### src/rtl/final_adder_arbiter.sv
// final_adder_arbiter: round-robin scheduler that shares one 24-bit final adder
// between two Dadda reduction trees. A granted sum/carry pair is held in an
// operand stage (S1) that drives the adder. The 22-bit result and the requester
// tag are captured in a result stage (S2) that honours downstream backpressure.
module final_adder_arbiter #(
    parameter int CNT_W = 16
) (
    input  logic             clk,
    input  logic             rst,
    input  logic             req0_valid,
    output logic             req0_ready,
    input  logic [23:0]      req0_a,
    input  logic [23:0]      req0_b,
    input  logic             req1_valid,
    output logic             req1_ready,
    input  logic [23:0]      req1_a,
    input  logic [23:0]      req1_b,
    output logic             res_valid,
    input  logic             res_ready,
    output logic [21:0]      res_sum,
    output logic             res_id,
    output logic [CNT_W-1:0] done_cnt
);

    // Operand stage (S1)
    logic             op_valid_r;
    logic [23:0]      op_a_r;
    logic [23:0]      op_b_r;
    logic             op_id_r;
    // Round-robin pointer: 0 favours requester 0
    logic             prio_r;
    // Result stage (S2)
    logic             res_valid_r;
    logic [21:0]      res_sum_r;
    logic             res_id_r;
    logic [CNT_W-1:0] done_cnt_r;

    logic             s2_load_s;
    logic             s1_free_s;
    logic             rdy0_s;
    logic             rdy1_s;
    logic             hs0_s;
    logic             hs1_s;
    logic [23:0]      add_s;

    // Pipeline advance conditions, arbitration and the shared adder
    always_comb begin
        s2_load_s = op_valid_r && (!res_valid_r || res_ready);
        s1_free_s = !op_valid_r || s2_load_s;
        // A ready never looks at its own valid; it only yields to the
        // favoured requester when that requester is actually asking.
        rdy0_s    = !rst && s1_free_s && !(req1_valid && (prio_r == 1'b1));
        rdy1_s    = !rst && s1_free_s && !(req0_valid && (prio_r == 1'b0));
        hs0_s     = req0_valid && rdy0_s;
        hs1_s     = req1_valid && rdy1_s;
        // Carry-out and bits 23:22 are dropped when the result is stored.
        add_s     = op_a_r + op_b_r;
    end

    assign req0_ready = rdy0_s;
    assign req1_ready = rdy1_s;
    assign res_valid  = res_valid_r;
    assign res_sum    = res_sum_r;
    assign res_id     = res_id_r;
    assign done_cnt   = done_cnt_r;

    // S1 operand register and priority pointer update
    always_ff @(posedge clk) begin
        if (rst) begin
            op_valid_r <= 1'b0;
            op_a_r     <= 24'd0;
            op_b_r     <= 24'd0;
            op_id_r    <= 1'b0;
            prio_r     <= 1'b0;
        end else if (hs0_s) begin
            op_valid_r <= 1'b1;
            op_a_r     <= req0_a;
            op_b_r     <= req0_b;
            op_id_r    <= 1'b0;
            prio_r     <= 1'b1;
        end else if (hs1_s) begin
            op_valid_r <= 1'b1;
            op_a_r     <= req1_a;
            op_b_r     <= req1_b;
            op_id_r    <= 1'b1;
            prio_r     <= 1'b0;
        end else if (s2_load_s) begin
            op_valid_r <= 1'b0;
        end else begin
            op_valid_r <= op_valid_r;
        end
    end

    // S2 result register: load from the adder, or empty when drained
    always_ff @(posedge clk) begin
        if (rst) begin
            res_valid_r <= 1'b0;
            res_sum_r   <= 22'd0;
            res_id_r    <= 1'b0;
        end else if (s2_load_s) begin
            res_valid_r <= 1'b1;
            res_sum_r   <= add_s[21:0];
            res_id_r    <= op_id_r;
        end else if (res_valid_r && res_ready) begin
            res_valid_r <= 1'b0;
        end else begin
            res_valid_r <= res_valid_r;
        end
    end

    // Count results taken downstream; wraps naturally at 2^CNT_W
    always_ff @(posedge clk) begin
        if (rst) begin
            done_cnt_r <= {CNT_W{1'b0}};
        end else if (res_valid_r && res_ready) begin
            done_cnt_r <= done_cnt_r + {{(CNT_W-1){1'b0}}, 1'b1};
        end else begin
            done_cnt_r <= done_cnt_r;
        end
    end

endmodule
### config.mk
export PLATFORM = sky130hd
export DESIGN_NAME = final_adder_arbiter
export DESIGN_NICKNAME = d
export VERILOG_FILES = /design/src/rtl/final_adder_arbiter.sv
export SDC_FILE = /design/constraint.sdc
export NUM_CORES = 1
export LEC_CHECK = 0
export CELL_PAD_IN_SITES_DETAIL_PLACEMENT = 1
export CELL_PAD_IN_SITES_GLOBAL_PLACEMENT = 1
export CORE_MARGIN = 2
export CORE_UTILIZATION = 34
export CTS_CLUSTER_DIAMETER = 30
export CTS_CLUSTER_SIZE = 14
export DETAILED_ROUTE_END_ITERATION = 7
export GPL_TIMING_DRIVEN = 0
export PLACE_DENSITY = 0.9
export RECOVER_POWER = 50
export SYNTH_ARGS = -nofsm -noshare
export SYNTH_HDL_FRONTEND = slang
export SYNTH_SLANG_ARGS = --single-unit
### constraint.sdc
create_clock -name clk -period 2.7 [get_ports clk]
set_input_delay 0.54 -clock clk [delete_from_list [all_inputs] [get_ports clk]]
set_output_delay 0.54 -clock clk [all_outputs]
set_load 0.02 [all_outputs]
==> impl_metrics.ini <==
[status]
status = finished clean

[detailed_routing]
wl_per_cell_um = 18.03
detail-route-antenna-nets = 0
dr_total_vias = 4422
routed_wl_um = 15380
drt_pass1_iterations = 4
routed_via_density = 5.184
drc = 0
drtIter0Drc = 160

[floorplan]
start_util_pct = 34.64
die-width_um = 119.7
core-area_um2 = 13140
io-pin-count = 143
die_height_um = 119.7
die_area_um2 = 14330
num_rows = 42

[timing]
maxSlewViolCount = 0
timing.final.hold_violations = 0
finClkSkew_ns = 0.008527
tightest_slew_ns = 0.7190
min_period_ns = 2.580
setup_viol = 0
hold_slack_ns = 0.4476
fin_ws_ns = 0.1204
slew_headroom_pct = 52.07
fin_crit_sh_pct = 95.54
fmax_ghz = 0.3877

[global_routing]
antenna_found_initial = 0
grt_pass1_vias = 4790
grt_util_met1_pct = 26.71
overflow = 0
grt_max_degree = 15
track_usage_pct = 22.00
grtUsageMet3_pct = 3.279
grt-busiest-layer = met2
grt_use_met2_pct = 39.43
grt_first_pass_wirelength_um = 24720

[yosys]
yosys.area_share.simple_pct = 17.46
synthXorXnorAreaFrac_pct = 5.582
syn_nets = 651
synth.most_common_cell = dfxtp_1
synth_edf_count = 0
ys_warn_count = 0
post_synth_num_cell_types = 49
synth-main-ff-cell = dfxtp_1
synth-compound-area-share_pct = 19.14
synth_area_leaders = dfxtp_1, mux2i_1, a211oi_1
yosysTopAreaCell = dfxtp_1
synthArstFlopShare_pct = 0
synth_seq_area_share_pct = 38.27
syn-cell-area_um2 = 4551
synth-seq-cells = 87
yosys.area_share.adder_pct = 6.489
syn_area_per_cell_um2 = 8.635
synthDominantCellAreaShare_pct = 38.27
synth_cells = 527
synth.area.mux_share_pct = 9.678
synth_top_family_by_area = compound AO/OA/AOI/OAI gates
synth_common_cells = dfxtp_1, nor2_1, nand2_1

[cts]
clk_latency_ns = 0.35
cts_sinks = 87
cts_buffers = 9
clockBufferDepth = 2
clk_pin_slew_worst_paths_ns = 0.07
htree_levels = 3
clockRootBuffer = clkbuf_16
cts_tree = built

[setup_path]
slowest_stage = fa_1
start_kind = flop
cp.arrival_ns = 2.82
crit_path_end_kind = flop
crit_required_ns = 2.94
cp_cell_sequence = ha_2 -> inv_1 -> fa_1 -> and2b_1 -> o2111ai_2 -> a2111oi_4 -> nor2_2 -> a21oi_1 -> o21ai_0 -> a32o_1
max_stage_delay_ns = 0.38
critPathKind = reg2reg
crit_fanout = 4

[finish]
fin_nets = 796
nFillCells = 1556
diodes = 0
design_area_um2 = 6442
post_route_cells_drive_above_1_share_pct = 5.613
syn2layout_area_growth_pct = 41.57

[placement]
gp_congestion = 0.8071
io_buffers = 133
place_area_um2 = 6102
pre_cts_ws_ns = -0.2090
place_hpwl_um = 12280

[pwr]
power.density_nw_per_um2 = 542.4
p_leak_uw = 0.002803
total_power_uw = 3494
vdd_ir_drop_max_uv = 291.0

[run]
maxCapViolations = 0

[min_path]
hp-class = reg2reg
==> path summary, 6_finish.rpt <==
| kind | depth (start not counted) | endpoint | startpoint | slack, ns |
|---|---|---|---|---|
| max reg2reg | 10 | res_sum[20] | op_b_r[0] | 0.12 |
| max | 10 | res_sum[20] | op_b_r[0] | 0.12 |
| min | 2 | res_sum[8] | res_sum[8] | 0.45 |
| min reg2reg | 2 | res_sum[8] | res_sum[8] | 0.45 |
==> flip-flops by register name, summed over array words and instances (netlist names) <==
register and cells:
op_a_r 22, res_valid 1, op_id_r 1, op_b_r 22, res_sum 22, done_cnt 16
op_valid_r 1, prio_r 1, res_id 1
==> cell usage in the layout, fill, tap and decap left out, types with 3 or more instances in the layout <==
cell type / n
clkdlybuf4s50_1: 91
dfxtp_1: 86
nor2_1: 75
nand2_1: 56
a211oi_1: 46
mux2i_1: 44
dlygate4sd3_1: 40
a21oi_1: 33
clkbuf_1: 21
ha_1: 21
xor2_1: 15
xnor2_1: 14
o21ai_1: 13
o21ai_0: 10
clkbuf_16: 9
nand3_1: 8
inv_1: 7
a21o_1: 7
nand4_1: 7
buf_4: 6
nor2b_1: 5
nor3_1: 5
or3_1: 4
and2_1: 4
a21oi_2: 3
a211o_1: 3
==> report_power, final <==
group / internal, uW / switching [uW] / leakage, uW / total (uW)
sequential: 1370 / 64.6 / 0.000714 / 1440
clock: 770 / 529 / 0.000145 / 1300
combinational: 358 / 398 / 0.00194 / 756
total: 2500 / 992 / 0.00280 / 3490
==> area by class of cell <==
cell class / count / area [um2] / area share (%)
Timing Repair Buffer: 134 / 1336 / 20.74
Buffer: 28 / 126.4 / 1.962
Clock inverter: 4 / 53.80 / 0.8351
Tap cell: 176 / 220.2 / 3.418
Inverter: 7 / 26.28 / 0.4078
Clock buffer: 12 / 256.5 / 3.981
Multi-Input combinational cell: 405 / 2680 / 41.60
Sequential cell: 87 / 1743 / 27.05
==> per-stage QoR <==
stage          instances  util, %   TNS (ns)
6_report             853    49.04          0
5_1_grt              853    49.04  -0.009657
2_1_floorplan        527        -          0
3_3_place_gp         836    46.45    -0.1770
4_1_cts              852    48.82          0
3_5_place_dp         836    46.45    -0.9691
==> logic make-up after synthesis <==
family | count (synthesis)
DFF | 87
buffers and inverters | 35
xor gates and xnor gates | 29
AOI/OAI and AO/OA | 130
and+or+nand+nor | 179
muxes | 44
adders and majority gates | 23
==> routing by layer <==
layer	wire, um	part of all wire [%]
met1	6681	43
met2	7737	50
met3	627	4.1
met4	333	2.2
met5	0	0
==> what timing repair did <==
item                                   in CTS  in global routing
hold buffers                                0                  0
setup endpoints to repair                   2                  4
resized for setup                           3                  4
pin swaps                                   0                  2
setup buffers                               0                  1
endpoints found under the hold margin       0                  0
cloned                                      0                  0
==> worst max-delay path: cells and delay by family, from the launching register on <==
kind | cells | cell delay [ns]
AND/OR/NAND/NOR | 2 | 0.38
AO/OA/AOI/OAI | 5 | 1.07
flip-flops | 1 | 0.35
adder cells (fa/ha/maj) | 2 | 0.59
buffers and inverters | 1 | 0.06
No activity file was read; power rests on OpenSTA's default activity.
